<file path="src/rtl/load_pkg.sv">
// load_pkg: shared load types, funct3 encodings, FSM states and the load fault check.
package load_pkg;

   localparam logic [2:0] LB  = 3'b000;
   localparam logic [2:0] LH  = 3'b001;
   localparam logic [2:0] LW  = 3'b010;
   localparam logic [2:0] LBU = 3'b100;
   localparam logic [2:0] LHU = 3'b101;

   typedef enum logic [1:0] {S_IDLE, S_REQ, S_WAIT, S_DONE} state_e;

   // Fault if funct3 is not a load or the address is not naturally aligned for its size
   function automatic logic load_err(input logic [2:0] f3, input logic [1:0] ea_lo);
      return !(f3 inside {LB, LH, LW, LBU, LHU})
          || ((f3 == LH || f3 == LHU) && ea_lo[0])
          || (f3 == LW && ea_lo != 2'b00);
   endfunction

endpackage

</file>
<file path="src/rtl/loads_sign_extend.sv">
// loads_sign_extend: widens a right-aligned byte/halfword to DATA_WIDTH per load funct3.
module loads_sign_extend
   import load_pkg::*;
#(
   parameter int DATA_WIDTH = 32
) (
   input  logic [DATA_WIDTH-1:0] data_i,
   input  logic [2:0]            funct3_i,
   output logic [DATA_WIDTH-1:0] data_o
);

   always_comb begin
      data_o = funct3_i == LB  ? {{(DATA_WIDTH-8){data_i[7]}}, data_i[7:0]}
             : funct3_i == LH  ? {{(DATA_WIDTH-16){data_i[15]}}, data_i[15:0]}
             : funct3_i == LBU ? {{(DATA_WIDTH-8){1'b0}}, data_i[7:0]}
             : funct3_i == LHU ? {{(DATA_WIDTH-16){1'b0}}, data_i[15:0]}
             : data_i;
   end

endmodule

</file>
<file path="src/rtl/load_unit.sv">
// load_unit: multi-cycle load controller; computes the address, reads a word over a
// req/gnt/rvalid port, extracts and extends the addressed byte/halfword.
module load_unit
   import load_pkg::*;
#(
   parameter int DATA_WIDTH = 32,
   parameter int ADDR_WIDTH = 32
) (
   input  logic                  clk,
   input  logic                  rst,
   input  logic                  start,
   input  logic [DATA_WIDTH-1:0] base,
   input  logic [DATA_WIDTH-1:0] imm,
   input  logic [2:0]            funct3,
   input  logic [4:0]            rd_in,
   output logic                  busy,
   output logic                  mem_req,
   output logic [ADDR_WIDTH-1:0] mem_addr,
   input  logic                  mem_gnt,
   input  logic                  mem_rvalid,
   input  logic [DATA_WIDTH-1:0] mem_rdata,
   output logic                  done,
   output logic                  err,
   output logic [DATA_WIDTH-1:0] result,
   output logic [4:0]            rd_out
);

   state_e                state_q, state_d;
   logic [ADDR_WIDTH-1:0] ea_q, ea_d;
   logic [2:0]            f3_q, f3_d;
   logic [4:0]            rd_q, rd_d, rd_out_q, rd_out_d;
   logic                  err_q, err_d;
   logic [DATA_WIDTH-1:0] result_q, result_d;
   logic [DATA_WIDTH-1:0] sum, shifted, masked, extended;
   logic                  capture;

   assign sum     = base + imm;
   assign shifted = mem_rdata >> {ea_q[1:0], 3'b000};
   assign masked  = f3_q == LBU ? shifted & DATA_WIDTH'(8'hFF)
                  : f3_q == LHU ? shifted & DATA_WIDTH'(16'hFFFF)
                  : shifted;
   assign capture = mem_rvalid && (state_q == S_WAIT || (state_q == S_REQ && mem_gnt));

   loads_sign_extend #(.DATA_WIDTH(DATA_WIDTH)) u_ext (
      .data_i  (masked),
      .funct3_i(f3_q),
      .data_o  (extended)
   );

   always_comb begin
      state_d  = state_q;
      ea_d     = ea_q;
      f3_d     = f3_q;
      rd_d     = rd_q;
      err_d    = err_q;
      result_d = result_q;
      rd_out_d = rd_out_q;
      case (state_q)
         S_IDLE: if (start) begin
            ea_d = sum[ADDR_WIDTH-1:0];
            f3_d = funct3;
            rd_d = rd_in;
            if (load_err(funct3, sum[1:0])) begin
               err_d    = 1'b1;
               result_d = '0;
               rd_out_d = rd_in;
               state_d  = S_DONE;
            end else begin
               state_d = S_REQ;
            end
         end
         S_REQ:   state_d = mem_gnt ? (mem_rvalid ? S_DONE : S_WAIT) : S_REQ;
         S_WAIT:  state_d = mem_rvalid ? S_DONE : S_WAIT;
         default: state_d = S_IDLE;
      endcase
      // Results are registered on entry to DONE so they hold until the next completion
      if (capture) begin
         err_d    = 1'b0;
         result_d = extended;
         rd_out_d = rd_q;
      end
   end

   always_ff @(posedge clk) begin
      if (rst) begin
         state_q  <= S_IDLE;
         ea_q     <= '0;
         f3_q     <= '0;
         rd_q     <= '0;
         err_q    <= 1'b0;
         result_q <= '0;
         rd_out_q <= '0;
      end else begin
         state_q  <= state_d;
         ea_q     <= ea_d;
         f3_q     <= f3_d;
         rd_q     <= rd_d;
         err_q    <= err_d;
         result_q <= result_d;
         rd_out_q <= rd_out_d;
      end
   end

   assign busy     = state_q != S_IDLE;
   assign mem_req  = state_q == S_REQ;
   assign mem_addr = mem_req ? {ea_q[ADDR_WIDTH-1:2], 2'b00} : '0;
   assign done     = state_q == S_DONE;
   assign err      = err_q;
   assign result   = result_q;
   assign rd_out   = rd_out_q;

endmodule

</file>
<file path="config.mk">
export PLATFORM = sky130hd
export DESIGN_NAME = load_unit
export DESIGN_NICKNAME = d
export VERILOG_FILES = /design/src/rtl/load_pkg.sv /design/src/rtl/loads_sign_extend.sv /design/src/rtl/load_unit.sv
export SDC_FILE = /design/constraint.sdc
export NUM_CORES = 1
export LEC_CHECK = 0
export CORE_MARGIN = 2
export CORE_UTILIZATION = 47
export DETAILED_ROUTE_END_ITERATION = 7
export PLACE_DENSITY = 0.82
export SYNTH_ARGS = -nofsm -noshare
export SYNTH_HDL_FRONTEND = slang
export SYNTH_SLANG_ARGS = --single-unit
export TNS_END_PERCENT = 100
</file>
<file path="constraint.sdc">
create_clock -name clk -period 3.01 [get_ports clk]
set_input_delay 0.602 -clock clk [delete_from_list [all_inputs] [get_ports clk]]
set_output_delay 0.602 -clock clk [all_outputs]
set_load 0.005 [all_outputs]
</file>
### After elaboration in Yosys (flattened, before gate mapping)

Index checks and enable logic that the tools add are counted.

| storage, ports and cells | value |
|---|---|
| logic and storage cells | 62 |
| register bits | 80 |
| output and inout bits | 73 |
| input bits | 109 |

| cells by class | value |
|---|---|
| equality and inequality tests | 11 |
| shifts and indexed selects | 1 |
| add/sub/neg operators | 1 |
| multiplexer cells | 20 |
| reductions and logical operators | 22 |

Operators with widths:

| operator | number |
|---|---|
| $mux 32 | 11 |
| $add 32x32->32 | 1 |
| $shr 32x5->32 | 1 |
| $mux 5 | 4 |
| $eq 3x3->1 const B | 4 |
| $reduce_bool 2->1 | 5 |
| $eq 3x1->1 const B | 2 |
| $logic_not 3->1 | 2 |
| $mux 2 | 3 |
| $pmux 2 s3 | 1 |
| $reduce_and 3->1 | 2 |
| $reduce_bool 5->1 | 1 |
| $eq 2x2->1 const B | 2 |
| $logic_and 1x1->1 | 4 |
| $logic_or 1x1->1 | 4 |
| $eq 3x2->1 const B | 1 |
| $eq 2x1->1 const B | 1 |
| $logic_not 2->1 | 1 |
| $ne 2x2->1 const B | 1 |
| $reduce_and 2->1 | 1 |
| $reduce_or 2->1 | 1 |
| $logic_not 1->1 | 1 |
| $mux 1 | 1 |

### Logic depth before layout (Yosys ltp)

| depth | value |
|---|---|
| word-level depth | 9 |
| gate-level depth with buffers | 10 |
| gate-level depth less buffers | 10 |

### Cells and area by module

A second synthesis with hierarchy kept.

| unflattened totals | value |
|---|---|
| cells, all modules | 807 |
| area total of the unflattened synthesis | 5,895.7 µm² |

Modules (own cells, without submodules):

| module | times used | cells each | area each (µm²) | sequential area each (µm²) |
|---|---|---|---|---|
| load_unit | 1 | 740 | 5,531.6 | 1,601.5 |
| loads_sign_extend | 1 | 67 | 364.1 | 0.0 |

### Worst setup path after synthesis

No wires, ideal clock.

| path | value |
|---|---|
| path type | input -> register |
| start point | input port base[0] |
| end point | register ea_q[28] |
| library setup time | 0.079 ns |
| data required time | 2.931 ns |
| setup slack | 0.493 ns |
| data arrival time | 2.438 ns |
| stages | 10 |
| path buffers | 0 |
| cell sequence | ha_1 -> inv_1 -> fa_1 -> nand2b_1 -> a21oi_2 -> o21ai_2 -> a31oi_4 -> a31oi_1 -> or4_1 -> o211ai_1 |

| on the way | value |
|---|---|
| cells in the longest elaborated chain, start to end | 1 |

Ends and longest elaborated chain:

| what | line | source |
|---|---|---|
| start, declared | load_unit.sv:12 | `input logic [DATA_WIDTH-1:0] base,` |
| $add 32x32->32 | load_unit.sv:37 | `assign sum = base + imm;` |
| end signal, assigned | load_unit.sv:87 | `ea_q <= '0;` |
| end signal, assigned | load_unit.sv:95 | `ea_q <= ea_d;` |
| end, declared | load_unit.sv:29 | `logic [ADDR_WIDTH-1:0] ea_q, ea_d;` |

Every way passes these cells.
A chain may end at the register's enable or synchronous reset.

### Worst setup path after layout

Ends and elaborated chain as after synthesis.

==> out/results.ini <==
[run_status]
outcome = finished clean

[power_and_ir_drop]
ir_worst_vdd_v = 0.0003007
leakage_nw = 3.053
pwr-share-clk = 0.296
p_sw_frac = 0.3328
seqPwrFrac = 0.356
power_w = 0.003480
power_density_nw_per_um2 = 446.3
comb_power_share = 0.349
p_sw_w = 0.001158
internal-power_w = 0.002322

[cts]
cts_max_path_buffers = 2
cts_tree = built
root_buffer = clkbuf_16
cts_sinks = 80
cts-resized-gates = 0
insertion_delay_ps = 340
cts_hold_buffers = 0
postCtsSetupRepairBufs = 0
clk_pin_slew_ps = 60
cts_htree_levels = 3
cts_made_buffers = 9

[finish]
final_common_cell = clkdlybuf4s50_1
seq_area_um2 = 1602
final_layout_size_suffix_gt1_frac = 0.09171
multi_input_area_um2 = 3572
layout.nets = 1041
num_antenna_cells = 0
n_fill_cell = 953
syn_to_final_growth_pct = 44.15
final_area_um2 = 7799
final_cell_mix = 178 x clkdlybuf4s50_1, 97 x nand2_1, 84 x a21oi_1, 80 x dfxtp_1, 69 x nor2_1

[global_route]
grt_usage = 0.2853
grt_pass1_vias = 5758
antenna_found_initial = 0
grt_max_degree = 53
grt_pass1_wl_mm = 28.85
grt_overflow = 0

[timing]
holdWs_ps = 446.9
clock.fmax_ghz = 0.3553
fin_ws_ps = 195.8
final_max_slew_viol_count = 0
rsz0062_at_grt = no
post-route-period-util = 0.9350
finalClockSkew_ps = 10.18
setup_viol = 0
fin_crit_ps = 2814
max_slew_margin = 0.2348
hold_viol = 0
worst_pin_slew_ps = 1144

[logic_synthesis]
synth_seq_area_share = 0.2960
yosys.cell_types.count = 62
synth_seq_cells = 80
yosysWarnings = 0
synthArstFlopShare = 0
synth_edf_count = 0
synth_ff_type = dfxtp_1
avgSynthCellArea_um2 = 7.663
synth_area_um2 = 5410
synthCells = 706

[flow_run]
maxCapViolCount = 0

[worst_hold_path]
hold_depth = 2
worstHoldStart = ea_q[2]
hold_path_end = ea_q[2]
hold_class = reg2reg

[placed_design]
hpwlAfterDp_mm = 14.02
place.gp.congestion = 0.9491
place_ws_ps = -114.4
portBuffers = 179
placed_area_um2 = 7526

[critical_path]
r2r-start = ea_q[0]
reg2regPathDepth = 6
crit_fanout = 3
crit_path_end_kind = flip-flop
cp.required_ps = 3270
critPathArrivalTime_ps = 3070
cp-start-kind = input pin
reg2reg_slack_ps = 570
reg2reg_to = result[20]
crit_type = in2reg

[routing]
drtIter0Drc = 515
dr_wl_met2_mm = 8.725
wirelength_mm = 17.98
wl_met1_mm = 7.773
final_antenna_net_count = 0
first_pass_iters = 5
topRoutingLayerUsed = met4
route.met3.wl_mm = 1.167
drc = 0
vias_per_cell = 5.727
vias = 6002
wl_per_cell_um = 17.15

[floorplan]
start_util = 0.4779
coreArea_um2 = 11320
die_w_um = 111.3
dieArea_um2 = 12390
ioPinCount = 182
die_h_um = 111.3
fp-row-count = 39

[cell type report]
class / instances / share of cell area
Multi-Input combinational cell: 574 / 0.4580
Timing Repair Buffer: 226 / 0.2743
Sequential cell: 80 / 0.2054
Clock buffer: 10 / 0.02936
Tap cell: 143 / 0.02294
Clock inverter: 6 / 0.005615
Inverter: 9 / 0.004332
[worst max path at each step]
stage	startpoint	end	slack, ps	depth (start not counted)
after global routing	base[0]	ea_q[28]	60	11
after detailed placement	base[0]	ea_q[28]	-110	11
after floorplan	base[0]	ea_q[28]	490	10
final	base[0]	ea_q[28]	200	11
after CTS	base[0]	ea_q[28]	220	11
after global placement	base[0]	ea_q[28]	-30	11
[power by group through the flow]
stage,Combinational [W],Clock [W],Sequential (W)
floorplan,0.000690,0,0.00123
global placement,0.00117,0,0.00125
detailed placement,0.00120,0,0.00126
CTS,0.00121,0.00104,0.00124
global route,0.00132,0.00108,0.00125
finish,0.00121,0.00103,0.00124
[sequential cells by signal, summed over array words and instances (netlist names)]
name and flops:
ea_q 32, result 32, rd_out 5, rd_q 5
f3_q 3, state_q 2, err 1
[cells by family (layout without fill, tap and decap cells)]
kind of cell / Yosys count / count (layout) / share of synthesized area
DFF: 80 / 80 / 0.2960
xor gates and xnor gates: 27 / 27 / 0.04371
AOI/OAI and AO/OA: 236 / 236 / 0.2812
adders and majority gates: 32 / 32 / 0.07539
and+or+nand+nor: 256 / 256 / 0.2197
buffers and inverters: 53 / 251 / 0.04440
muxes: 21 / 21 / 0.03885
other: 1 / 2 / 0.0006931
[Yosys cell counts (3+ instances only)]
cell type,number,area share
dfxtp_1,80,0.30
o21a_1,4,0.0056
a31oi_1,18,0.021
o21ai_0,43,0.040
nor2_1,69,0.048
inv_1,9,0.0062
o21ai_1,6,0.0056
nor3_1,8,0.0074
nand2b_1,5,0.0058
xnor2_1,11,0.018
mux2i_1,21,0.039
nand2_1,97,0.067
buf_1,5,0.0035
clkbuf_1,24,0.017
nand4_1,6,0.0069
a21oi_1,84,0.078
and3_1,3,0.0035
o211ai_1,4,0.0056
a2bb2oi_1,8,0.013
xor2_1,16,0.026
a21oi_2,4,0.0065
buf_2,10,0.0093
buf_4,3,0.0042
ha_1,31,0.072
and2_1,32,0.037
nand3_1,9,0.0083
a211oi_1,25,0.035
o21bai_1,4,0.0056
a22oi_1,7,0.0097
or4_1,3,0.0042
a21o_1,6,0.0083
nor2b_1,15,0.017
[per-layer routing]
layer | up-vias | track usage
li1 | 2916 | -
met3 | 29 | 0.04593
met1 | 2812 | 0.3780
met2 | 245 | 0.4809
met5 | - | 0
met4 | 0 | 0.08066
[critical path, stage by stage]
cell	delay, ps
clkdlybuf4s50_1	460
ha_1	180
inv_1	60
fa_1	380
nand2b_1	210
a21oi_2	200
o21ai_2	110
a31oi_4	180
a31oi_1	150
or4_1	430
o211ai_1	100
[metrics by stage]
step | instances | util | TNS, ps
6_report | 1048 | 0.6889 | 0
3_5_place_dp | 1032 | 0.6648 | -187.0
4_1_cts | 1048 | 0.6889 | 0
2_1_floorplan | 707 | - | 0
5_1_grt | 1048 | 0.6889 | 0
3_3_place_gp | 1032 | 0.6648 | -26.59
Note: power is estimated with default switching activity, not from simulation.
